$ cat src/rtl/alu_seq_pkg.sv
// Shared types for the sequential ALU: opcode and FSM state encodings, flag bundle.
package alu_seq_pkg;

    typedef enum logic [2:0] {
        OP_ADD = 3'd0,
        OP_SUB = 3'd1,
        OP_AND = 3'd2,
        OP_OR  = 3'd3,
        OP_XOR = 3'd4,
        OP_SHL = 3'd5,
        OP_SHR = 3'd6,
        OP_MUL = 3'd7
    } opc_e;

    typedef enum logic [1:0] {
        ST_IDLE = 2'd0,
        ST_BUSY = 2'd1,
        ST_DONE = 2'd2
    } state_e;

    typedef struct packed {
        logic zero;
        logic neg;
        logic cout;
        logic ovf;
        logic err;
    } flags_t;

endpackage

$ cat src/rtl/alu_seq_core.sv
// Single-cycle combinational unit for ADD/SUB/AND/OR/XOR with carry and signed-overflow outputs.
module alu_seq_core
    import alu_seq_pkg::*;
#(
    parameter int WIDTH = 16
) (
    input  logic [WIDTH-1:0] a_i,
    input  logic [WIDTH-1:0] b_i,
    input  logic             cin_i,
    input  opc_e             opc_i,
    output logic [WIDTH-1:0] w_o,
    output logic             cout_o,
    output logic             ovf_o
);

    logic [WIDTH:0] sum;
    logic [WIDTH:0] dif;

    assign sum = {1'b0, a_i} + {1'b0, b_i} + {{WIDTH{1'b0}}, cin_i};
    assign dif = {1'b0, a_i} - {1'b0, b_i} - {{WIDTH{1'b0}}, cin_i};

    always_comb begin
        w_o    = '0;
        cout_o = 1'b0;
        ovf_o  = 1'b0;
        case (opc_i)
            OP_ADD: begin
                w_o    = sum[WIDTH-1:0];
                cout_o = sum[WIDTH];
                ovf_o  = (a_i[WIDTH-1] == b_i[WIDTH-1]) && (sum[WIDTH-1] != a_i[WIDTH-1]);
            end
            OP_SUB: begin
                // cout is "no borrow", i.e. the inverted top bit of the wide difference
                w_o    = dif[WIDTH-1:0];
                cout_o = ~dif[WIDTH];
                ovf_o  = (a_i[WIDTH-1] != b_i[WIDTH-1]) && (dif[WIDTH-1] != a_i[WIDTH-1]);
            end
            OP_AND:  w_o = a_i & b_i;
            OP_OR:   w_o = a_i | b_i;
            OP_XOR:  w_o = a_i ^ b_i;
            default: w_o = '0;
        endcase
    end

endmodule

$ cat src/rtl/alu_seq.sv
// Handshaked multi-cycle ALU: one-cycle logic/add/sub, bit-serial shifts and shift-add multiply.
// Define ALU_SEQ_MUL_EN to build the iterative multiplier; otherwise opcode 7 returns err=1.
module alu_seq
    import alu_seq_pkg::*;
#(
    parameter int WIDTH = 16,
    parameter int SHW   = $clog2(WIDTH)
) (
    input  logic             clk,
    input  logic             rst,
    input  logic             in_valid,
    output logic             in_ready,
    input  logic [WIDTH-1:0] a,
    input  logic [WIDTH-1:0] b,
    input  logic             cin,
    input  logic [2:0]       opc,
    output logic             out_valid,
    input  logic             out_ready,
    output logic [WIDTH-1:0] w,
    output logic             zero,
    output logic             neg,
    output logic             cout,
    output logic             ovf,
    output logic             err
);

`ifdef ALU_SEQ_MUL_EN
    localparam int CNT_W = $clog2(WIDTH + 1);
`else
    localparam int CNT_W = SHW;
`endif

    state_e             st_q, st_d;
    opc_e               op_q, op_d;
    logic [WIDTH-1:0]   sh_q, sh_d;
    logic [WIDTH-1:0]   w_q, w_d;
    logic [CNT_W-1:0]   cnt_q, cnt_d;
    flags_t             fl_q, fl_d;

`ifdef ALU_SEQ_MUL_EN
    logic [2*WIDTH-1:0] prod_q, prod_d, prod_nx;
    logic [WIDTH-1:0]   mcand_q, mcand_d;
    logic [WIDTH:0]     psum;
`endif

    logic [WIDTH-1:0]   core_w;
    logic               core_cout, core_ovf;
    logic [SHW-1:0]     amt;
    logic [WIDTH-1:0]   sh_step;
    logic               sh_out;
    logic               last;

    alu_seq_core #(.WIDTH(WIDTH)) u_core (
        .a_i    (a),
        .b_i    (b),
        .cin_i  (cin),
        .opc_i  (opc_e'(opc)),
        .w_o    (core_w),
        .cout_o (core_cout),
        .ovf_o  (core_ovf)
    );

    function automatic flags_t mk_flags(input logic [WIDTH-1:0] r, input logic c,
                                        input logic o, input logic e);
        flags_t f;
        f.zero = (r == '0);
        f.neg  = r[WIDTH-1];
        f.cout = c;
        f.ovf  = o;
        f.err  = e;
        return f;
    endfunction

    assign amt  = b[SHW-1:0];
    assign last = (cnt_q == CNT_W'(1));

    // One bit per cycle; the bit falling off the end becomes cout on the final step
    always_comb begin
        if (op_q == OP_SHL) begin
            sh_step = {sh_q[WIDTH-2:0], 1'b0};
            sh_out  = sh_q[WIDTH-1];
        end else begin
            sh_step = {1'b0, sh_q[WIDTH-1:1]};
            sh_out  = sh_q[0];
        end
    end

`ifdef ALU_SEQ_MUL_EN
    // prod_q = {partial sum, remaining multiplier bits}; add then shift right once per cycle
    assign psum    = {1'b0, prod_q[2*WIDTH-1:WIDTH]} + (prod_q[0] ? {1'b0, mcand_q} : '0);
    assign prod_nx = {psum, prod_q[WIDTH-1:1]};
`endif

    always_comb begin
        st_d  = st_q;
        op_d  = op_q;
        sh_d  = sh_q;
        cnt_d = cnt_q;
        w_d   = w_q;
        fl_d  = fl_q;
`ifdef ALU_SEQ_MUL_EN
        prod_d  = prod_q;
        mcand_d = mcand_q;
`endif
        unique case (st_q)
            ST_IDLE: begin
                if (in_valid) begin
                    op_d = opc_e'(opc);
                    case (opc_e'(opc))
                        OP_SHL, OP_SHR: begin
                            if (amt == '0) begin
                                w_d  = a;
                                fl_d = mk_flags(a, 1'b0, 1'b0, 1'b0);
                                st_d = ST_DONE;
                            end else begin
                                sh_d  = a;
                                cnt_d = CNT_W'(amt);
                                st_d  = ST_BUSY;
                            end
                        end
                        OP_MUL: begin
`ifdef ALU_SEQ_MUL_EN
                            mcand_d = a;
                            prod_d  = {{WIDTH{1'b0}}, b};
                            cnt_d   = CNT_W'(WIDTH);
                            st_d    = ST_BUSY;
`else
                            w_d  = '0;
                            fl_d = mk_flags('0, 1'b0, 1'b0, 1'b1);
                            st_d = ST_DONE;
`endif
                        end
                        default: begin
                            w_d  = core_w;
                            fl_d = mk_flags(core_w, core_cout, core_ovf, 1'b0);
                            st_d = ST_DONE;
                        end
                    endcase
                end
            end
            ST_BUSY: begin
                cnt_d = cnt_q - CNT_W'(1);
`ifdef ALU_SEQ_MUL_EN
                if (op_q == OP_MUL) begin
                    prod_d = prod_nx;
                    if (last) begin
                        w_d  = prod_nx[WIDTH-1:0];
                        fl_d = mk_flags(prod_nx[WIDTH-1:0], |prod_nx[2*WIDTH-1:WIDTH], 1'b0, 1'b0);
                        st_d = ST_DONE;
                    end
                end else
`endif
                begin
                    sh_d = sh_step;
                    if (last) begin
                        w_d  = sh_step;
                        fl_d = mk_flags(sh_step, sh_out, 1'b0, 1'b0);
                        st_d = ST_DONE;
                    end
                end
            end
            ST_DONE: begin
                if (out_ready) st_d = ST_IDLE;
            end
            default: st_d = ST_IDLE;
        endcase
    end

    always_ff @(posedge clk) begin
        if (rst) begin
            st_q  <= ST_IDLE;
            op_q  <= OP_ADD;
            sh_q  <= '0;
            cnt_q <= '0;
            w_q   <= '0;
            fl_q  <= '0;
`ifdef ALU_SEQ_MUL_EN
            prod_q  <= '0;
            mcand_q <= '0;
`endif
        end else begin
            st_q  <= st_d;
            op_q  <= op_d;
            sh_q  <= sh_d;
            cnt_q <= cnt_d;
            w_q   <= w_d;
            fl_q  <= fl_d;
`ifdef ALU_SEQ_MUL_EN
            prod_q  <= prod_d;
            mcand_q <= mcand_d;
`endif
        end
    end

    assign in_ready  = (st_q == ST_IDLE);
    assign out_valid = (st_q == ST_DONE);
    assign w         = w_q;
    assign zero      = fl_q.zero;
    assign neg       = fl_q.neg;
    assign cout      = fl_q.cout;
    assign ovf       = fl_q.ovf;
    assign err       = fl_q.err;

endmodule
$ cat config.mk
export PLATFORM = sky130hd
export DESIGN_NAME = alu_seq
export DESIGN_NICKNAME = d
export VERILOG_FILES = /design/src/rtl/alu_seq_pkg.sv /design/src/rtl/alu_seq_core.sv /design/src/rtl/alu_seq.sv
export SDC_FILE = /design/constraint.sdc
export NUM_CORES = 1
export LEC_CHECK = 0
export BUFFER_PORTS_ARGS = -buffer_cell sky130_fd_sc_hd__buf_2
export CORE_UTILIZATION = 55
export CTS_CLUSTER_SIZE = 14
export DETAILED_ROUTE_END_ITERATION = 16
export GPL_ROUTABILITY_DRIVEN = 0
export GPL_TIMING_DRIVEN = 0
export MAX_ROUTING_LAYER = met4
export PLACE_DENSITY = 0.88
export SYNTH_ARGS = -nofsm -noshare
export SYNTH_HDL_FRONTEND = slang
export SYNTH_SLANG_ARGS = --single-unit
$ cat constraint.sdc
create_clock -name clk -period 5.32 [get_ports clk]
set_input_delay 1.064 -clock clk [delete_from_list [all_inputs] [get_ports clk]]
set_output_delay 1.064 -clock clk [all_outputs]
set_load 0.02 [all_outputs]
* Word level (Yosys, flattened, before mapping) *
Index checks and enable logic that the tools add are counted.

cells by class
  add/subtract/negate cells = 5
  eq/ne operators = 21
  mux-type cells = 29
  bitwise logic cells = 4
  reductions and logical operators = 14

operators by type and width
  kind                                                   number
  two-way mux 16 bit                                     7
  one-hot mux 16 bit (2 select lines)                    3
  one-hot mux 16 bit (5 select lines)                    1
  logical NOT 16 bit                                     3
  one-hot mux 5 bit (2 select lines)                     2
  adder 16 x 16 -> 17 bit                                1
  adder 17 x 1 -> 17 bit                                 1
  subtractor 16 x 16 -> 17 bit                           1
  subtractor 17 x 1 -> 17 bit                            1
  AND 16 bit                                             1
  OR 16 bit                                              1
  bitwise XOR 16 bit                                     1
  == test 3 bit, second input constant                   5
  two-way mux 5 bit                                      3
  two-way mux 4 bit                                      3
  two-way mux 2 bit                                      5
  one-hot mux 4 bit (2 select lines)                     1
  AND reduction 4 bit                                    2
  == test 3 x 2 -> 1 bit, second input constant          2
  inequality test 2 bit, second input constant           3
  one-hot mux 2 bit (3 select lines)                     1
  == test 4 x 1 -> 1 bit, second input constant          1
  logical NOT 4 bit                                      1
  inequality test 2 x 1 -> 1 bit, second input constant  2
  17 further kinds                                       21

word-level totals
  register bits after elaboration = 46
  input bits = 40
  output and inout port bits = 23

* Logic depth before layout (Yosys ltp) *
Gate-level depths: netlist of the first run.

  depth in word-level cells = 8
  gate-level depth with buffers = 13

* Modules after synthesis *
A second synthesis of the first run with hierarchy kept.

unflattened totals
  cell total of the unflattened synthesis = 696
  area total of the unflattened synthesis = 5139.9 um^2

modules (own cells, without submodules)
  module        times used  cells an instance  area an instance (um^2)
  alu_seq_core  1           385                2676.3
  alu_seq       1           311                2463.6

* Least setup slack after synthesis of the first run *
No wires, ideal clock.

  kind = input port to flip-flop
  start = in b[0]
  end = reg fl_q, in the netlist zero
  setup time = 0.059 ns
  arrival = 3.697 ns
  required time = 5.261 ns
  path slack = 1.564 ns
  stages = 11
  buffers on the path = 0
  cells stage by stage = inv_1 -> fa_1 -> fa_1 -> xnor2_1 -> o211ai_1 -> o311ai_1 -> or4_1 -> or4_1 -> nor4_1 -> and4_1 -> a31o_1

between the ends
  cells in the longest elaborated chain, start to end = 7

ends and longest elaborated chain
  item                                                                            RTL line                                RTL
  start, declared                                                                 alu_seq.sv:14                           input logic [WIDTH-1:0] b,
  subtractor 16 x 16 -> 17 bit / adder 16 x 16 -> 17 bit (equally long branches)  alu_seq_core.sv:20, alu_seq_core.sv:19
  subtractor 17 x 1 -> 17 bit / adder 17 x 1 -> 17 bit (equally long branches)    alu_seq_core.sv:20, alu_seq_core.sv:19
  one-hot mux 16 bit (5 select lines)                                             alu_seq_core.sv:26                      case (opc_i)
  logical NOT 16 bit                                                              alu_seq.sv:66                           f.zero = (r == '0);
  one-hot mux 5 bit (2 select lines)                                              alu_seq.sv:109                          case (opc_e'(opc))
  two-way mux 5 bit                                                               alu_seq.sv:107                          if (in_valid) begin
  one-hot mux 5 bit (2 select lines)                                              alu_seq.sv:105                          unique case (st_q)
  end signal, assigned                                                            alu_seq.sv:187                          fl_q <= fl_d;
  end, declared                                                                   alu_seq.sv:38                           flags_t fl_q, fl_d;

Several ways; a longest one is shown, not always the timed one. The select of a mux whose other input is x is not followed.
A chain may end at the register's enable or synchronous reset.

* Worst setup path after layout of the first run *
  start = in a[7]
  end = reg fl_q, in the netlist zero

between the ends
  cells in the longest elaborated chain, start to end = 7

ends and longest elaborated chain
  item                                                                            RTL line                                RTL
  start, declared                                                                 alu_seq.sv:13                           input logic [WIDTH-1:0] a,
  subtractor 16 x 16 -> 17 bit / adder 16 x 16 -> 17 bit (equally long branches)  alu_seq_core.sv:20, alu_seq_core.sv:19
  subtractor 17 x 1 -> 17 bit / adder 17 x 1 -> 17 bit (equally long branches)    alu_seq_core.sv:20, alu_seq_core.sv:19
  one-hot mux 16 bit (5 select lines)                                             alu_seq_core.sv:26
  logical NOT 16 bit                                                              alu_seq.sv:66
  one-hot mux 5 bit (2 select lines) *                                            alu_seq.sv:109
  two-way mux 5 bit *                                                             alu_seq.sv:107
  one-hot mux 5 bit (2 select lines) *                                            alu_seq.sv:105

Every way passes the cells marked *; elsewhere a longest branch is shown, timed or not. The select of a mux whose other input is x is not followed.

==> reports/summary.txt, run 1 <==
Status -> finished clean
CP required -> 5.58 ns
Reg2Reg Setup Slack -> 2.59 ns
Post-synth EDFFs -> 0
Initial drt markers -> 832
Crit-path slowest cell -> a211oi_1
Clock power frac -> 17.8%
WP depth -> 13
Via Count -> 5843
Worst-margin pin slew -> 1.13 ns
Tmin final -> 4.18 ns
Critical-path cell list -> buf_2 > inv_1 > ha_1 > ha_1 > clkbuf_1 > nand3_1 > a211oi_1 > o21ai_0 > a31oi_1 > o211ai_1 > a2111oi_0 > and4_1 > a31o_1
# DRC -> 0
Ys async rst share -> 0%
Worst setup endpoint -> zero
Syn Std Cell Area -> 5170 µm²
Unrepaired setup endpoints after global routing -> false
Number of antenna-violating nets in the routed design -> 0
Maxcap violations -> 0
Place WS -> 0.947 ns
Tcrit/Tclk final -> 78.6%
Worst Setup End Kind -> register
Pint -> 0.000677 W
Library cells used by synthesis -> 77
Post-Syn Instances -> 688
Comb power frac -> 49.6%
FMAX -> 239 MHz
Mapped Avg Cell Area -> 7.51 µm²
Num CTS Buffers -> 5
Share of cells above drive strength 1 -> 12.0%
Top Family by Delay on Critical Path -> compound AO/OA/AOI/OAI gates
Post_cts resized -> 0
Max-Slew Margin vs Limit -> 24.6%
PortBufs -> 61
Final max-slew violation count -> 0
Final net count -> 864
Initial Utilization -> 56.5%
CTS Hold Bufs -> 0
Syn-to-layout area delta -> 10.3%
Cell area after layout -> 5700 µm²
CP dominant cell by count -> ha_1
Reg2reg end -> zero
H-tree Lvls -> 2
Kind of critical path -> in -> reg
Vias in the first global route -> 5300
Core area -> 9150 µm²
Dominant cell type by area after synthesis -> dfxtp_1
Core Rows -> 35
Worst Path Arrival -> 4.44 ns
Worst setup SP type -> input port
Synth top area share -> 17.4%
Cell count of the worst reg-to-reg path -> 9
Power Dens Cells -> 208 nW/µm²
Die Wd -> 98.9 µm
IO Count -> 63
Routed WL -> 16.6 mm
Root Buffer -> clkbuf_8
Synth warn -> 0
Post-CTS setup buffer count -> 0
VDD IR max -> 0.119 mV
Clk sinks -> 45
GR Util All Layers -> 34.4%
Initial antenna violation count -> 0
CTS tree -> built
CP Buf/Inv Count -> 3
Flops & latches, synth -> 45
Synth top area cells -> dfxtp_1 (17%), ha_1 (15%), nor2_1 (6.0%), a21oi_1 (4.4%), mux2i_1 (4.3%)
Final setup violation count -> 0
Setup TNS -> 0 ns
HP Class -> reg -> reg
Dpl cell area -> 5610 µm²
Reg clk slew, reported paths -> 0.09 ns
Sw power -> 0.000507 W
Max stage delay on crit path -> 0.53 ns
Switch share -> 42.8%
Drt first pass iters -> 6
Clock skew after layout -> 0.00828 ns
Die span in y -> 98.9 µm
P_leak -> 2.54 nW
Part of the power in registers -> 32.6%
Crit-path max FO -> 8
Number of standard cells in the layout, taps in and fillers out -> 868
Final setup margin -> 1.14 ns
Setup crit start -> a[7]
First-pass GRT wire length -> 25.7 mm
Gr ovfl total -> 0
Worst R2R Start -> cnt_q[0]
Post-synth top flop -> dfxtp_1
Vias per std cell -> 6.73
Post-Place Cells -> 860
Die area -> 9790 µm²
Pin count of the biggest net entering global routing -> 15
WL per Instance -> 19.1 µm
Sequential area share after synthesis -> 17.4%
Syn_nets -> 796
N_diodes -> 0
Skew-Pair Late Insertion Delay -> 0.30 ns
Clk buf depth -> 2
Number of hold violations in the final report -> 0
Estimated wirelength of the detail-placed design -> 13.2 mm
final cells by class:
class                           instances  area, µm²
Buffer                                 42        199
Clock buffer                            5       68.8
Clock inverter                          3       17.5
Fill cell                             836       3450
Inverter                               57        214
Multi-Input combinational cell        544       3850
Sequential cell                        45        901
Tap cell                              111        139
Timing Repair Buffer                   61        305
flip-flops by register name (all words and copies together), names as in the netlist:
signal,cells
sh_q,16
op_q,3
cnt_q,4
w,15
err,1
ovf,1
zero,1
neg,1
cout,1
st_q,2
metrics by stage:
stage	total power, W	hold slack, ns	util, %
after global placement	0.000937	0.455	61.3
after floorplan	0.000795	0.444	-
after global routing	0.00125	0.494	62.3
final	0.00118	0.475	62.3
after CTS	0.00116	0.471	62.3
after detailed placement	0.000959	0.463	61.3
metal layers:
layer	wire, µm	GRT usage (%)	up-vias
met5	0	-	-
met4	836	16.0	0
met3	1910	5.74	89
met2	7290	53.4	435
met1	6540	43.7	2664
li1	-	-	2655
synth_stat cells (all sizes together), types with 3 or more instances:
cell type,count
o311a,3
a22oi,13
clkbuf,33
nor4,10
ha,64
o21bai,4
a2bb2oi,3
or4b,3
a221oi,12
a31oi,6
o311ai,4
o22a,5
o211ai,11
nand3,6
dfxtp,45
a211oi,24
o21ai,43
o31a,3
a21oi,45
xor2,8
a311oi,3
nand3b,4
and2,3
o221ai,3
a31o,3
xnor2,9
nand2b,4
and3,5
inv,57
buf,9
o211a,3
nand4,6
nor2,83
o21a,6
or3,6
mux2i,22
or3b,3
nor2b,8
nand2,39
nor3,19
a21o,8
o22ai,9
fa,4
worst min-delay path, cell delays in order (launching register included):
cell and delay [ns]:
dfxtp_1 0.33, nand2_1 0.06, a21oi_1 0.05
cell usage in the layout (no fill, tap or decap), types with 5 or more instances in the layout:
| cell type | Yosys | layout |
|---|---|---|
| nand3_1 | 6 | 6 |
| clkbuf_1 | 33 | 33 |
| clkbuf_8 | 0 | 5 |
| or3_1 | 6 | 6 |
| nand4_1 | 6 | 6 |
| nor2b_1 | 7 | 7 |
| nand2_1 | 38 | 38 |
| o21a_1 | 6 | 6 |
| a31oi_1 | 5 | 5 |
| inv_1 | 57 | 57 |
| ha_1 | 64 | 64 |
| nor3_1 | 19 | 19 |
| o22a_1 | 5 | 5 |
| a21oi_1 | 45 | 45 |
| dfxtp_1 | 45 | 45 |
| mux2i_1 | 22 | 22 |
| xnor2_1 | 9 | 9 |
| o211ai_1 | 10 | 10 |
| o21ai_0 | 39 | 39 |
| a21o_1 | 8 | 8 |
| and3_1 | 5 | 5 |
| o22ai_1 | 9 | 9 |
| a22oi_1 | 13 | 13 |
| a211oi_1 | 23 | 23 |
| a221oi_1 | 12 | 12 |
| xor2_1 | 8 | 8 |
| nor4_1 | 10 | 10 |
| nor2_1 | 83 | 83 |
| buf_2 | 3 | 64 |
power groups by stage:
| stage | combinational (W) | clock, W | sequential, W |
|---|---|---|---|
| 3_5_place_dp | 0.000566 | 0 | 0.000393 |
| 2_1_floorplan | 0.000385 | 0 | 0.000410 |
| 6_report | 0.000588 | 0.000211 | 0.000386 |
| 4_1_cts | 0.000569 | 0.000209 | 0.000385 |
| 5_1_grt | 0.000632 | 0.000227 | 0.000389 |
| 3_3_place_gp | 0.000546 | 0 | 0.000391 |
cells by family (layout without fill, tap and decap cells):
group | count (synthesis) | in the layout | share of synthesized area (%)
xor+xnor | 17 | 17 | 2.88
buf+inv | 99 | 168 | 7.99
flops | 45 | 45 | 17.4
simple gates | 209 | 209 | 19.7
mux | 22 | 22 | 4.26
compound gates | 227 | 227 | 30.5
fa+ha+maj | 69 | 69 | 17.2
worst min-delay path by stage:
stage | cells past startpoint | slack [ns] | endpoint | from
after detailed placement | 2 | 0.46 | sh_q[8] | sh_q[8]
after floorplan | 2 | 0.44 | sh_q[10] | sh_q[10]
after CTS | 2 | 0.47 | sh_q[8] | sh_q[8]
after global placement | 2 | 0.46 | sh_q[6] | sh_q[6]
after global routing | 2 | 0.49 | sh_q[11] | sh_q[11]
final | 2 | 0.47 | sh_q[8] | sh_q[8]
Note: power is estimated with default switching activity, not from simulation.
==> run 2: changes to the inputs <==
--- a/config.mk
+++ b/config.mk
@@ -5,6 +5,7 @@
 export SDC_FILE = /design/constraint.sdc
 export NUM_CORES = 1
 export LEC_CHECK = 0
+export ABC_AREA = 1
 export BUFFER_PORTS_ARGS = -buffer_cell sky130_fd_sc_hd__buf_2
 export CORE_UTILIZATION = 55
 export CTS_CLUSTER_SIZE = 14
@@ -12,7 +13,7 @@
 export GPL_ROUTABILITY_DRIVEN = 0
 export GPL_TIMING_DRIVEN = 0
 export MAX_ROUTING_LAYER = met4
-export PLACE_DENSITY = 0.88
+export PLACE_DENSITY = 0.91
 export SYNTH_ARGS = -nofsm -noshare
 export SYNTH_HDL_FRONTEND = slang
 export SYNTH_SLANG_ARGS = --single-unit
==> constraint.sdc (replaced) <==
create_clock -name clk -period 3.49 [get_ports clk]
set_input_delay 0.698 -clock clk [delete_from_list [all_inputs] [get_ports clk]]
set_output_delay 0.698 -clock clk [all_outputs]
set_load 0.02 [all_outputs]
==> run 2 against run 1 <==
Die area up 5.2%; global-route usage fell by 0.59 points; combinational power up 75%; routed wire length decreased by 1.4%; area after synthesis increased by 5.3%; critical path depth increased by 5; total power rose by 67%; largest cell class unchanged.
==> reports/summary.txt, run 2 <==
Skew-Pair Late Insertion Delay -> 0.30 ns
Synth Area in Simple Gates -> 34.0%
Worst R2R Start -> op_q[2]
Clk sinks -> 45
H-tree Lvls -> 2
Maxcap violations -> 0
Die area -> 10300 µm²
Util after Layout -> 63.5%
Synth top area cells -> dfxtp_1 (17%), nand2_1 (16%), ha_1 (15%), inv_1 (10%), nor2_1 (7.1%)
Sequential area share after synthesis -> 16.5%
Final setup violation count -> 0
Syn Std Cell Area -> 5440 µm²
Crit-path max FO -> 8
Root Buffer -> clkbuf_8
IO Count -> 63
Vias in the first global route -> 5646
Reg2reg end -> zero
Core Rows -> 35
Worst-margin pin slew -> 0.535 ns
Adder-cell share of the synthesized area -> 16.2%
Flops & latches, synth -> 45
GR Util All Layers -> 33.9%
Core area -> 9420 µm²
Pin count of the biggest net entering global routing -> 13
Worst Path Arrival -> 3.37 ns
PortBufs -> 60
Post-synth top flop -> dfxtp_1
Routed WL -> 16.3 mm
Reg with most FFs -> sh_q
Power Dens Cells -> 330 nW/µm²
Post_cts resized -> 0
# DRC -> 0
Clk buf depth -> 2
Final max-slew violation count -> 0
Ys async rst share -> 0%
N_diodes -> 0
Estimated wirelength of the detail-placed design -> 13.2 mm
Final net count -> 1095
Dominant cell type by area after synthesis -> dfxtp_1
Initial drt markers -> 659
Gr ovfl total -> 0
Unrepaired setup endpoints after global routing -> false
Synth warn -> 0
Hold Worst Slack -> 0.465 ns
Clock skew after layout -> 0.00866 ns
Share of cells above drive strength 1 -> 9.74%
CTS tree -> built
CTS Hold Bufs -> 0
Initial antenna violation count -> 0
Number of antenna-violating nets in the routed design -> 0
Post-CTS setup buffer count -> 0
Max FFs per register -> 16
Number of hold violations in the final report -> 0
Mux contribution to synthesized area -> 0%
Die Wd -> 101 µm
Tmin final -> 3.13 ns
HP Class -> reg -> reg
First-pass GRT wire length -> 26.6 mm
Via Count -> 6391
Syn_nets -> 1028
Status -> finished clean
Vias per std cell -> 5.73
Reg2Reg Setup Slack -> 1.30 ns
Drt first pass iters -> 6
Setup TNS -> 0 ns
Fill cells -> 881
Worst setup endpoint -> zero
Most frequent cells in the layout -> nand2_1 (233), inv_1 (149), nor2_1 (103)
Top-count cell post-synth -> nand2_1
P_leak -> 3.11 nW
Post-Synth XOR/XNOR Area -> 0%
Commonest non-fill, non-tap cell in the layout -> nand2_1
CP required -> 3.73 ns
Worst Setup End Kind -> register
Compound-Gate Fraction of Synth Area -> 19.7%
Setup crit start -> a[7]
Post-Syn Instances -> 920
Library cells used by synthesis -> 32
Tcrit/Tclk final -> 89.7%
Largest family of logic cells by synthesized area -> simple AND/OR/NAND/NOR gates
Post-synth EDFFs -> 0
Die span in y -> 101 µm
Max-Slew Margin vs Limit -> 64.3%
Initial Utilization -> 57.8%
WL per Instance -> 14.6 µm
Synth top area share -> 16.5%
Num CTS Buffers -> 5
Kind of critical path -> in -> reg
Synth top cells by count -> nand2_1 (233), inv_1 (149), nor2_1 (103)
Cell count of the worst reg-to-reg path -> 9
Worst setup SP type -> input port
FMAX -> 319 MHz
Mapped Avg Cell Area -> 5.92 µm²
Reg clk slew, reported paths -> 0.09 ns
Syn-to-layout area delta -> 9.84%
VDD IR max -> 0.237 mV
## run 2: report_power, final
group          internal (W)  switching (W)  total (W)  leakage [nW]
logic              0.000338       0.000693    0.00103          2.71
registers          0.000589      0.0000451   0.000634         0.370
clock network      0.000132       0.000176   0.000308        0.0399
total               0.00106       0.000914    0.00197          3.11
## run 2: cell families after synthesis
logic type,Yosys count
and+or+nand+nor,443
buffers and inverters,186
AOI/OAI and AO/OA,178
adders and majority gates,68
DFF,45
## run 2: critical path, stage by stage
cell and delay (ns):
buf_2 0.17, inv_1 0.08, ha_1 0.42, ha_1 0.40, nand2_1 0.11, nor2_1 0.23, o21ai_0 0.20, nand3_1 0.11
nand2_1 0.05, nand3_1 0.07, nand2_1 0.07, nor2_1 0.19, nand2_1 0.07, nor2_1 0.11, nand3_1 0.15, nand2_1 0.09
nand2_1 0.05, a21oi_1 0.12
## run 2: layout make-up
class | instances | area, µm² | area share [%]
plain buffers | 30 | 154 | 2.57
clock buffers | 5 | 68.8 | 1.15
clock inverters | 1 | 5.00 | 0.0837
inverters | 156 | 586 | 9.79
multi-input cells | 689 | 3800 | 63.6
flip-flops and latches | 45 | 901 | 15.1
well taps | 129 | 161 | 2.70
repair buffers | 60 | 300 | 5.02
## run 2: metal layers
metal | vias to the layer above | wire length, µm | GRT usage [%]
met3 | 65 | 1710 | 5.59
met1 | 2788 | 7010 | 44.8
li1 | 3145 | - | -
met2 | 393 | 6940 | 51.8
met5 | - | 0 | -
met4 | 0 | 663 | 12.4
## run 2: how the worst min path moves through the flow
stage / depth (start not counted) / startpoint / end / slack, ns
final: 2 / w[9] / w[9] / 0.47
after floorplan: 2 / sh_q[4] / sh_q[4] / 0.45
after global routing: 2 / w[1] / w[1] / 0.48
after CTS: 2 / w[9] / w[9] / 0.47
after detailed placement: 2 / w[9] / w[9] / 0.45
after global placement: 2 / err / err / 0.45
## run 2: through the flow
stage               area, µm²  cells  setup WS, ns  total power, W
finish                   5980   1115         0.359         0.00197
global route             5980   1115        0.0477         0.00212
CTS                      5980   1115         0.425         0.00194
detailed placement       5910   1109         0.139         0.00164
global placement         5910   1109         0.148         0.00162
floorplan                5440    920         0.832         0.00136
==> run 3: changes to the inputs <==
==> constraint.sdc (replaced) <==
create_clock -name clk -period 2.7 [get_ports clk]
set_input_delay 0.54 -clock clk [delete_from_list [all_inputs] [get_ports clk]]
set_output_delay 0.54 -clock clk [all_outputs]
set_load 0.02 [all_outputs]
==> run 3 against run 2 <==
The flow now finishes with violations (setup timing); largest power group unchanged; utilization rose by 5.1 points; clock skew shrank 0.0011 ns; via count up 2.4%; combinational power up 47%; critical path depth rose by 3; clock power up 30%; clock-buffer cell count unchanged; sequential share of layout area fell by 1.1 points; final cell count rose by 0.45%.
==> reports/summary.txt, run 3 (synthesis results as in run 2) <==
Most frequent cells in the layout -> nand2_1 (226), inv_1 (138), nor2_1 (89)
Tmin final -> 2.73 ns
Gr ovfl total -> 0
Pin count of the biggest net entering global routing -> 13
Final setup margin -> -0.0314 ns
Core area -> 9420 µm²
Kind of critical path -> in -> reg
Die Wd -> 101 µm
Cell area after layout -> 6460 µm²
Final setup violation count -> 1
Clock skew after layout -> 0.00751 ns
Area of the multi-input gates -> 4220 µm²
PortBufs -> 60
WL per Instance -> 15.7 µm
Maxcap violations -> 0
Skew-Pair Late Insertion Delay -> 0.30 ns
Die area -> 10300 µm²
Place WS -> -0.493 ns
Dpl cell area -> 5910 µm²
Worst Hold Depth -> 2
Clk sinks -> 45
Share of cells above drive strength 1 -> 17.0%
Reg area -> 901 µm²
Estimated wirelength of the detail-placed design -> 13.2 mm
Failing checks -> setup timing
Reg with most FFs -> sh_q
FMAX -> 366 MHz
Max FFs per register -> 16
Die span in y -> 101 µm
Core Rows -> 35
First-pass GRT wire length -> 27.2 mm
Status -> finished with violations
VDD IR max -> 0.308 mV
Worst Setup End Kind -> register
GR Util All Layers -> 34.8%
H-tree Lvls -> 2
Fill cells -> 803
Final max-slew violation count -> 0
P_leak -> 3.16 nW
Reg clk slew, reported paths -> 0.09 ns
Cell count of the worst reg-to-reg path -> 9
IO Count -> 63
Crit-path max FO -> 7
Vias per std cell -> 5.84
Number of hold violations in the final report -> 0
Clk buf depth -> 2
Drt first pass iters -> 6
Power Dens Cells -> 422 nW/µm²
HP Class -> reg -> reg
Unrepaired setup endpoints after global routing -> true
Root Buffer -> clkbuf_8
Tcrit/Tclk final -> 101%
Routed WL -> 17.5 mm
CP required -> 2.94 ns
Number of antenna-violating nets in the routed design -> 0
CTS tree -> built
Vias in the first global route -> 5727
Worst Path Arrival -> 2.97 ns
Initial drt markers -> 725
Max-Slew Margin vs Limit -> 64.8%
Worst-margin pin slew -> 0.528 ns
Via Count -> 6544
Initial Utilization -> 57.8%
Commonest non-fill, non-tap cell in the layout -> nand2_1
N_diodes -> 0
# DRC -> 0
Initial antenna violation count -> 0
Num CTS Buffers -> 5
Worst setup SP type -> input port
Syn-to-layout area delta -> 18.7%
Final net count -> 1100
==> run 3: critical path, stage by stage <==
cell,delay (ns)
buf_12,0.12
fa_2,0.62
inv_2,0.06
ha_4,0.15
inv_2,0.04
nand2_2,0.07
nand2_2,0.08
nand2_2,0.07
nand2_2,0.09
nand2_2,0.07
nand2_1,0.07
nand2_1,0.07
nor2_1,0.12
nor2_1,0.05
nand2_1,0.10
nand3_2,0.11
nor2_2,0.16
nand3_2,0.12
nand2_1,0.08
nand2_1,0.05
a21oi_1,0.14
==> run 3: path summary, 6_finish.rpt <==
kind	start	endpoint	slack, ns
min reg2reg	w[9]	w[9]	0.46
max reg2reg	op_q[0]	zero	0.52
min	w[9]	w[9]	0.46
max	a[0]	zero	-0.03
==> run 3: where the power goes <==
group | total [W] | switching [W] | internal (W) | leakage (nW)
combinational | 0.00151 | 0.000971 | 0.000540 | 2.75
clock | 0.000399 | 0.000228 | 0.000171 | 0.0399
sequential | 0.000820 | 0.0000592 | 0.000761 | 0.370
==> run 3: metrics by stage <==
step	hold slack (ns)	total power (W)	setup TNS, ns	utilization [%]	instances
6_report	0.463	0.00273	-0.0314	68.6	1120
5_1_grt	0.484	0.00291	-0.140	68.6	1120
4_1_cts	0.466	0.00257	0	65.4	1116
3_5_place_dp	0.454	0.00212	-2.99	62.7	1109
3_3_place_gp	0.450	0.00209	-2.70	62.7	1109
2_1_floorplan	0.449	0.00175	0	-	920
==> run 3: timing repair <==
action | 4_1_cts | 5_1_grt
pin swaps | 3 | 24
hold buffers | 0 | 0
hold endpoints to repair | 0 | 0
resized for setup | 25 | 71
setup buffers | 1 | 4
setup endpoints to repair | 4 | 7
==> run 3: cell type report <==
| cell class | instances | share of cell area (%) |
|---|---|---|
| clock buffers | 5 | 1.06 |
| inverters | 156 | 9.06 |
| multi-input cells | 689 | 65.2 |
| well taps | 129 | 2.50 |
| clock inverters | 1 | 0.0774 |
| plain buffers | 30 | 2.42 |
| flip-flops and latches | 45 | 13.9 |
| repair buffers | 65 | 5.69 |
==> run 3: routing by layer <==
metal	GRT usage [%]	vias up	share of wire (%)
met4	12.3	0	4.0
met2	54.5	420	44
met3	5.66	71	11
met5	-	-	0
li1	-	3158	-
met1	45.2	2895	40
